### src/rtl/pipe_pkg.sv
// Shared types and constants for the pipeline stage register.
package pipe_pkg;

    localparam int unsigned PIPE_CNT_W = 2;

    // Encoding doubles as the occupancy count.
    typedef enum logic [PIPE_CNT_W-1:0] {
        EMPTY = 2'b00,
        ONE   = 2'b01,
        FULL  = 2'b10
    } pipe_state_t;

endpackage

### src/rtl/pipe_stage_reg.sv
// Generic valid/ready pipeline stage register with flush (bubble) and hold
// (stall). Define PIPE_SKID_EN to add a second (skid) entry, which makes
// in_ready independent of out_ready.
module pipe_stage_reg
    import pipe_pkg::*;
#(
    parameter int unsigned DATA_W    = 64,
    parameter bit          ZERO_DATA = 1'b1
) (
    input  logic                  clk,
    input  logic                  rst,
    input  logic                  flush,
    input  logic                  hold,
    input  logic                  in_valid,
    output logic                  in_ready,
    input  logic [DATA_W-1:0]     in_data,
    output logic                  out_valid,
    input  logic                  out_ready,
    output logic [DATA_W-1:0]     out_data,
    output logic [PIPE_CNT_W-1:0] count
);

    pipe_state_t       state_q, state_d;
    logic [DATA_W-1:0] main_q, main_d;
`ifdef PIPE_SKID_EN
    logic [DATA_W-1:0] skid_q, skid_d;
`endif
    logic              in_fire;
    logic              out_fire;

    // Handshake: ready/valid and the fire qualifiers for both sides.
    always_comb begin
`ifdef PIPE_SKID_EN
        in_ready  = ~flush & ~hold & (state_q != FULL);
`else
        in_ready  = ~flush & ~hold & ((state_q == EMPTY) | out_ready);
`endif
        out_valid = (state_q != EMPTY);
        in_fire   = in_valid & in_ready;
        out_fire  = out_valid & out_ready & ~hold & ~flush;
    end

    assign out_data = main_q;
    assign count    = state_q;

    // Next-state and payload steering; flush overrides every transition.
    always_comb begin
        state_d = state_q;
        main_d  = main_q;
`ifdef PIPE_SKID_EN
        skid_d  = skid_q;
`endif
        if (flush) begin
            state_d = EMPTY;
            if (ZERO_DATA) begin
                main_d = '0;
`ifdef PIPE_SKID_EN
                skid_d = '0;
`endif
            end
        end else begin
            case (state_q)
                EMPTY: begin
                    if (in_fire) begin
                        state_d = ONE;
                        main_d  = in_data;
                    end
                end
                ONE: begin
                    if (in_fire && out_fire) begin
                        main_d = in_data;
                    end
`ifdef PIPE_SKID_EN
                    else if (in_fire) begin
                        state_d = FULL;
                        skid_d  = in_data;
                    end
`endif
                    else if (out_fire) begin
                        state_d = EMPTY;
                    end
                end
`ifdef PIPE_SKID_EN
                FULL: begin
                    // Skid entry is always the newer one, so it moves up.
                    if (out_fire) begin
                        state_d = ONE;
                        main_d  = skid_q;
                    end
                end
`endif
                default: state_d = EMPTY;
            endcase
        end
    end

    // State and payload registers; reset clears payload regardless of ZERO_DATA.
    always_ff @(posedge clk or posedge rst) begin
        if (rst) begin
            state_q <= EMPTY;
            main_q  <= '0;
`ifdef PIPE_SKID_EN
            skid_q  <= '0;
`endif
        end else begin
            state_q <= state_d;
            main_q  <= main_d;
`ifdef PIPE_SKID_EN
            skid_q  <= skid_d;
`endif
        end
    end

endmodule
### config.mk
export PLATFORM = sky130hd
export DESIGN_NAME = pipe_stage_reg
export DESIGN_NICKNAME = d
export VERILOG_FILES = /design/src/rtl/pipe_pkg.sv /design/src/rtl/pipe_stage_reg.sv
export SDC_FILE = /design/constraint.sdc
export NUM_CORES = 1
export LEC_CHECK = 0
export ABC_CLOCK_PERIOD_IN_PS = 3650
export BUFFER_PORTS_ARGS = -buffer_cell sky130_fd_sc_hd__buf_4
export CORE_ASPECT_RATIO = 1.2
export CORE_MARGIN = 8
export CORE_UTILIZATION = 47
export DETAILED_ROUTE_END_ITERATION = 8
export MAX_ROUTING_LAYER = met4
export PLACE_DENSITY = 0.84
export SYNTH_ARGS = -nofsm -noshare
export SYNTH_HDL_FRONTEND = slang
export SYNTH_SLANG_ARGS = --single-unit
### constraint.sdc
create_clock -name clk -period 3.65 [get_ports clk]
set_input_delay 0.1825 -clock clk [delete_from_list [all_inputs] [get_ports clk]]
set_output_delay 0.1825 -clock clk [all_outputs]
set_load 0.02 [all_outputs]
==> flow_metrics.tcl, run 1 <==
set metrics [dict create \
    start_util_pct 47.6 \
    holdCritPathClass "in2reg" \
    synth_nets 224 \
    syn_area_um2 2470 \
    dp_cells 340 \
    vias 1876 \
    path_max_fanout 44 \
    nets 360 \
    wl_per_cell_um 18.9 \
    worst_pin_slew_ns 0.904 \
    cts-root-buf "clkbuf_8" \
    topRoutingLayerUsed "met4" \
    drt_iter0_drc 106 \
    end_kind "register" \
    remaining_drc_errors 0 \
    timing.fmax_mhz 489 \
    clock-sinks 65 \
    status "finished clean" \
    yosysUniqueCellTypes 14 \
    synthTopCellsByCount "dfrtp_1, a22o_2, a22o_1, buf_6" \
    overflow 0 \
    ant_nets 0 \
    cts_made_buffers 9 \
    p_sw_mw 0.394 \
    synth_most_common_cell "dfrtp_1" \
    max-clock-path-buffers 2 \
    core_um2 5190 \
    die-height_um 95.4 \
    hold_viol_final 0 \
    syn_to_final_growth_pct 49.0 \
    setup_viol 0 \
    grt_pass1_wl_mm 10.2 \
    maxSlewViolCount 0 \
    yosysSeqAreaShare_pct 65.8 \
    num-fill-cells 394 \
    p_leak_nw 1.99 \
    wl_met1_mm 2.79 \
    peakVddDrop_uv 239 \
    grt_max_degree 45 \
    synthFlopType "dfrtp_1" \
    n_antenna_cell 0 \
    worst_slack_ns 1.61 \
    cts_tree "yes" \
    holdWs_ns 0.0438 \
    port_buffers 136 \
    finalWirelength_mm 6.72 \
    start_kind "register" \
    fin_skew_ns 0.00454 \
    synth_cells 154 \
    p_comb_share_pct 14.4 \
    drt-vias-per-instance 5.27 \
    path_clk_slew_ns 0.07 \
    clk_latency_ns 0.33 \
    worstPathArrival_ns 2.30 \
    fin_crit_ns 2.04 \
    first_pass_iters 4 \
    worstPathRequired_ns 3.91 \
    synth_top_area_share_pct 65.8 \
    synth_enable_flop_cells 0 \
    swShare_pct 23.0 \
    stdcell_count 356 \
    min_period_over_period_pct 56.0 \
    groute.usage.overall_pct 17.5 \
    rsz0062_at_grt "no" \
    hold_buffers 1 \
    yosysWarnings 0 \
    place.gp.congestion 0.741 \
    avgSynthCellArea_um2 16.0 \
    wl_met2_mm 3.46 \
    power_frac_clock_pct 40.3 \
    dp_hpwl_mm 4.98 \
    io_pins 138 \
    dr_wl_met3_um 324 \
    maxCapViolCount 0 \
    p_per_area_nw_per_um2 465 \
    rows 29 \
    setup_tns_ns 0 \
    synth_area_leaders "dfrtp_1, a22o_2, a22o_1, buf_6, nor3_4" \
    dieArea_um2 7840 \
    ctsHtreeMaxLevel 3 \
    async_flop_share_pct 100 \
    max_slew_margin_pct 39.7 \
    yosysTopAreaCell "dfrtp_1" \
    crit_type "reg2reg" \
    fp.dieW_um 82.2 \
    pre_cts_slack_ns 1.59 \
    postCtsSetupRepairBufs 0 \
    power.internal_mw 1.32 \
    drive_above_1_share_pct 66.7 \
    synth_seq_cells 65 \
    antenna_found_initial 0 \
    power_frac_seq_pct 45.3 \
    grt_pass1_vias 2015 \
    post_cts_resized 0 \
]
-- sequential cells by signal, indices dropped and copies added, names as in the netlist --
name / count
out_data: 64
count: 1
-- power groups by stage --
stage               Combinational, mW  Sequential, mW  Clock [mW]
finish                          0.247           0.775       0.689
global placement                0.244           0.787           0
floorplan                      0.0853           0.828           0
detailed placement              0.250           0.787           0
global route                    0.263           0.779       0.739
CTS                             0.251           0.775       0.705
-- cells by family after synthesis --
group | synth area share, %
AO/OA/AOI/OAI | 25.4
flip-flops | 65.8
buffers and inverters | 6.84
AND/OR/NAND/NOR | 1.77
other | 0.152
-- layout by cell type (no fill, tap or decap), types with 2 or more instances in the layout --
cell and instances:
a22o_2 38, buf_4 138, clkbuf_8 12, bufinv_16 2, dfrtp_1 65, a22o_1 26
-- through the flow --
step | power (mW) | cell area [um^2] | util, %
2_1_floorplan | 0.913 | 2470 | -
3_3_place_gp | 1.03 | 3440 | 66.4
3_5_place_dp | 1.04 | 3440 | 66.4
4_1_cts | 1.73 | 3680 | 71.0
5_1_grt | 1.78 | 3680 | 71.0
6_report | 1.71 | 3680 | 71.0
-- path summary, 6_finish.rpt --
check                             startpoint           end  slack [ns]  cells after the start
worst max register to register      count[0]   out_data[5]        1.61                      4
min in group asynchronous                rst  out_data[42]        0.47                      3
worst max-delay path                count[0]   out_data[5]        1.61                      4
max in group asynchronous                rst  out_data[23]        2.28                      4
worst min register to register  out_data[27]  out_data[27]        0.51                      1
worst min-delay path                   flush      count[0]        0.04                      2
-- area by class of cell --
| cell class | instances | area, um^2 | area share (%) |
|---|---|---|---|
| flip-flops and latches | 65 | 1630 | 44.2 |
| repair buffers | 140 | 1070 | 28.9 |
| multi-input cells | 72 | 676 | 18.3 |
| clock buffers | 13 | 169 | 4.59 |
| well taps | 62 | 77.6 | 2.11 |
| clock inverters | 2 | 60.1 | 1.63 |
| inverters | 2 | 7.51 | 0.204 |
-- metal layers --
layer | up-vias | GRT usage (%)
met5 | - | -
li1 | 855 | -
met4 | 0 | 9.53
met1 | 931 | 21.5
met3 | 13 | 3.02
met2 | 77 | 26.8
-- worst max-delay path: stages, from the launching register on --
cell     delay [ns]
dfrtp_1        0.37
nor2b_2        0.25
o21ba_2        0.75
buf_4          0.38
a22o_1         0.20
Note: power is estimated with default switching activity, not from simulation.
==> run 2, diff against run 1 <==
Settings changed: ABC_CLOCK_PERIOD_IN_PS 3650 to 1660, CORE_UTILIZATION 47 to 39, PLACE_DENSITY 0.84 to 0.75.
Clock period 3.65 ns to 1.66 ns, I/O delays scaled along.
==> run 2 against run 1 <==
Die area increased by 17%. Sequential share of layout area fell by 7.0 points. Flip-flop and latch count unchanged. Global-route usage increased by 0.81 points. Cell area increased by 19%. Highest routed layer unchanged. Largest cell class is now buffers.
==> flow_metrics.tcl, run 2 (synthesized netlist as in run 1, its figures left out) <==
set metrics [dict create \
    status "finished clean" \
    cts-root-buf "clkbuf_8" \
    hp-start "in_valid" \
    r2r-start "count[0]" \
    final_cell_mix "buf_4, dlygate4sd3_1, dfrtp_1" \
    min_period_over_period_pct 91.9 \
    startpoint "count[0]" \
    first_pass_iters 4 \
    slowest_delay_ns 0.41 \
    groute.usage.overall_pct 18.3 \
    drt-vias-per-instance 4.79 \
    worstPathRequired_ns 1.92 \
    max-clock-path-buffers 2 \
    worst-path-buf-inv 1 \
    place.gp.congestion 0.721 \
    nets 427 \
    wl_per_cell_um 18.0 \
    r2r-end "out_data[3]" \
    holdCritPathClass "in2reg" \
    timing.fmax_mhz 655 \
    die-height_um 103 \
    overflow 0 \
    cpLargestDelayFamily "buffers and inverters" \
    postCtsSetupRepairBufs 0 \
    grt_pass1_vias 2474 \
    maxSlewViolCount 0 \
    start_util_pct 40.6 \
    hold_buffers 66 \
    worstPathArrival_ns 1.79 \
    finalWirelength_mm 7.99 \
    syn_to_final_growth_pct 76.9 \
    regToRegSetupSlack_ns 0.13 \
    num-fill-cells 421 \
    maxCapViolCount 0 \
    fin_skew_ns 0.00460 \
    min_path_cells 3 \
    peakVddDrop_uv 768 \
    remaining_drc_errors 0 \
    grt_pass1_wl_mm 12.4 \
    path_clk_slew_ns 0.07 \
    hold_viol_final 0 \
    clk_latency_ns 0.32 \
    clock-sinks 65 \
    antenna_found_initial 0 \
    rsz0062_at_grt "no" \
    cpMaxStageDelayCell "buf_4" \
    ctsHtreeMaxLevel 3 \
    start_kind "register" \
    crit_type "reg2reg" \
    final_common_cell "buf_4" \
    io_pins 138 \
    p_sw_mw 0.918 \
    fin_crit_ns 1.53 \
    power_frac_seq_pct 45.2 \
    setup_viol 0 \
    worst_slack_ns 0.134 \
    power_frac_clock_pct 36.6 \
    end_kind "register" \
    rows 31 \
    swShare_pct 24.3 \
    p_per_area_nw_per_um2 864 \
    p_comb_share_pct 18.2 \
    path_cells "nor2b_2 -> o21ba_2 -> buf_4 -> a22o_1" \
    power.internal_mw 2.86 \
    drive_above_1_share_pct 54.7 \
    holdWs_ns 0.0472 \
    hold_end "count[0]" \
    dp_hpwl_mm 4.91 \
    dieArea_um2 9150 \
    pre_cts_slack_ns 0.145 \
    rr_worst_depth 4 \
    ant_nets 0 \
    path_max_fanout 44 \
    p_leak_nw 2.26 \
    core_um2 6090 \
    vias 2132 \
    post_cts_resized 0 \
    drt_iter0_drc 65 \
    cts_tree "yes" \
    port_buffers 136 \
    cts_made_buffers 9 \
    fp.dieW_um 88.7 \
    grt_max_degree 66 \
    largest_reg_flops 64 \
    setup_tns_ns 0 \
]
==> run 2: worst max-delay path by stage <==
stage                   end  slack (ns)  cells past startpoint
3_3_place_gp    out_data[6]        0.21                      4
2_1_floorplan  out_data[10]        0.21                      5
5_1_grt         out_data[3]       0.009                      4
4_1_cts         out_data[3]        0.13                      4
6_report        out_data[3]        0.13                      4
3_5_place_dp    out_data[3]        0.14                      4
==> run 2: per-stage QoR <==
stage          cells  area, um^2  utilization (%)  power (mW)
2_1_floorplan    154        2470                -        2.01
3_3_place_gp     362        3500             57.5        2.28
3_5_place_dp     362        3500             57.5        2.29
4_1_cts          444        4370             71.7        3.80
5_1_grt          444        4370             71.7        3.92
6_report         445        4370             71.8        3.78
==> run 2: area by class of cell <==
class	count	area, um^2	area share (%)
Antenna cell	1	2.50	0.0573
Clock buffer	14	173	3.95
Clock inverter	2	35.0	0.802
Inverter	2	11.3	0.258
Multi-Input combinational cell	72	676	15.5
Sequential cell	65	1630	37.2
Tap cell	82	103	2.35
Timing Repair Buffer	207	1740	39.9
==> run 2: layer usage <==
layer	GRT usage [%]	part of all wire, %
met5	-	0
met4	5.48	1.0
met3	5.85	8.2
met2	30.0	50
met1	20.9	40
==> run 2: worst min-delay path, stage by stage <==
cell and delay [ns]:
buf_4 0.12, nand2b_4 0.08, a21oi_1 0.06
==> run 2: power by group through the flow <==
stage / sequential, mW / clock [mW] / combinational, mW
finish: 1.70 / 1.38 / 0.688
global route: 1.71 / 1.48 / 0.733
CTS: 1.70 / 1.41 / 0.686
detailed placement: 1.73 / 0 / 0.560
global placement: 1.73 / 0 / 0.551
floorplan: 1.82 / 0 / 0.188
==> run 3, diff against run 2 <==
Settings changed: ABC_CLOCK_PERIOD_IN_PS 1660 to 1540, CORE_UTILIZATION 39 to 44, PLACE_DENSITY 0.75 to 0.8.
Clock period 1.66 ns to 1.54 ns, I/O delays scaled along.
==> run 3 against run 2 <==
Cell area down 0.46%. Total power up 7.0%. Clock skew grew 0.0078 ns. Flip-flop and latch count is the same. Via count increased by 1.6%. Setup slack worse by 0.029 ns. Non-clock buffer count decreased by 1. Critical endpoint is now out_data[10].
==> flow_metrics.tcl, run 3 (synthesized netlist as in run 1, its figures left out) <==
set metrics [dict create \
    status "finished clean" \
    cpMaxStageDelayCell "dfrtp_1" \
    peakVddDrop_uv 600 \
    p_per_area_nw_per_um2 929 \
    regToRegSetupSlack_ns 0.11 \
    fp.dieW_um 84.4 \
    start_kind "register" \
    groute.usage.overall_pct 19.9 \
    min_period_over_period_pct 93.2 \
    worstPathRequired_ns 1.76 \
    worstPathArrival_ns 1.65 \
    slowest_delay_ns 0.41 \
    clk_latency_ns 0.33 \
    multiInputGateArea_um2 676 \
    largest_reg_flops 64 \
    grt_pass1_wl_mm 12.7 \
    final_cell_mix "buf_4, dlygate4sd3_1, dfrtp_1" \
    max-clock-path-buffers 2 \
    postCtsSetupRepairBufs 0 \
    ant_nets 0 \
    r2r-end "out_data[10]" \
    cts_tree "yes" \
    antenna_found_initial 1 \
    dp_hpwl_mm 4.75 \
    drt-vias-per-instance 5.08 \
    regArea_um2 1630 \
    overflow 0 \
    pre_cts_slack_ns 0.123 \
    min_path_cells 3 \
    hold_viol_final 0 \
    hp-start "in_valid" \
    wl_per_cell_um 18.5 \
    hold_end "count[0]" \
    fin_crit_ns 1.43 \
    clock-sinks 65 \
    setup_tns_ns 0 \
    end_kind "register" \
    vias 2166 \
    fin_skew_ns 0.0124 \
    maxSlewViolCount 0 \
    grt_pass1_vias 2397 \
    holdCritPathClass "in2reg" \
    num-fill-cells 337 \
    path_max_fanout 64 \
    drive_above_1_share_pct 55.1 \
    io_pins 138 \
    setup_viol 0 \
    holdWs_ns 0.0485 \
    dieArea_um2 8280 \
    cts-root-buf "clkbuf_8" \
    remaining_drc_errors 0 \
    r2r-start "count[0]" \
    first_pass_iters 4 \
    port_buffers 136 \
    cts_made_buffers 9 \
    core_um2 5560 \
    rows 30 \
    ctsHtreeMaxLevel 3 \
    post_cts_resized 0 \
    maxCapViolCount 0 \
    nets 426 \
    place.gp.congestion 0.694 \
    final_common_cell "buf_4" \
    crit_type "reg2reg" \
    rsz0062_at_grt "no" \
    finalWirelength_mm 7.89 \
    start_util_pct 44.5 \
    cpLargestDelayFamily "compound AO/OA/AOI/OAI gates" \
    grt_max_degree 66 \
    worst-path-buf-inv 1 \
    path_cells "nor2b_2 -> o21ba_2 -> buf_12 -> a22o_2" \
    worst_slack_ns 0.105 \
    timing.fmax_mhz 697 \
    die-height_um 98.1 \
    p_leak_nw 2.25 \
    path_clk_slew_ns 0.07 \
    rr_worst_depth 4 \
    syn_to_final_growth_pct 76.1 \
    drt_iter0_drc 94 \
]
[run 3: changes by cell type in the layout (fill, tap and decap cells not counted)]
| cell | delta |
|---|---|
| buf_4 | -2 |
| clkinv_4 | +2 |
| clkinvlp_4 | +2 |
| clkbuf_8 | -2 |
| clkbuf_1 | -2 |
| buf_12 | +1 |
[run 3: final cells by class]
type	count	share of cell area [%]
Timing Repair Buffer	206	40.2
Sequential cell	65	37.4
Multi-Input combinational cell	72	15.5
Clock buffer	10	3.16
Tap cell	64	1.84
Clock inverter	6	1.55
Inverter	2	0.259
Antenna cell	1	0.0575
[run 3: worst max-delay path by stage]
stage	start	endpoint	slack, ns	cells past startpoint
floorplan	count[0]	out_data[10]	0.09	5
global placement	count[0]	out_data[16]	0.16	4
detailed placement	count[0]	out_data[41]	0.12	4
CTS	count[0]	out_data[41]	0.11	4
global route	count[0]	out_data[32]	0.06	4
finish	count[0]	out_data[10]	0.11	4
[run 3: per-stage QoR]
step / utilization (%) / cell area, um^2 / cells / power, mW
after floorplan: - / 2470 / 154 / 2.17
after global placement: 62.7 / 3480 / 343 / 2.46
after detailed placement: 62.7 / 3480 / 343 / 2.47
after CTS: 78.3 / 4350 / 425 / 4.07
after global routing: 78.3 / 4350 / 426 / 4.20
final: 78.3 / 4350 / 426 / 4.04
[run 3: worst reg2reg max path, cell delays in order (launching register included)]
cell     delay (ns)
dfrtp_1        0.41
nor2b_2        0.19
o21ba_2        0.22
buf_12         0.19
a22o_2         0.32
[run 3: layer usage]
layer  GRT usage, %  part of all wire [%]  vias up
met5              -                     0        -
met4           7.97                   1.6        0
met3           5.13                   5.4       14
met2           32.4                    52       95
met1           22.7                    41     1070
li1               -                     -      987
[run 3: where the power goes]
| group | leakage (nW) | switching [mW] | internal (mW) |
|---|---|---|---|
| Clock | 0.0985 | 0.666 | 0.794 |
| Sequential | 0.884 | 0.0502 | 1.79 |
| Combinational | 1.27 | 0.330 | 0.414 |
[run 3: repair_timing]
item	in CTS	in global routing
endpoints found under the hold margin	130	0
setup endpoints to repair	0	0
hold buffers	66	0
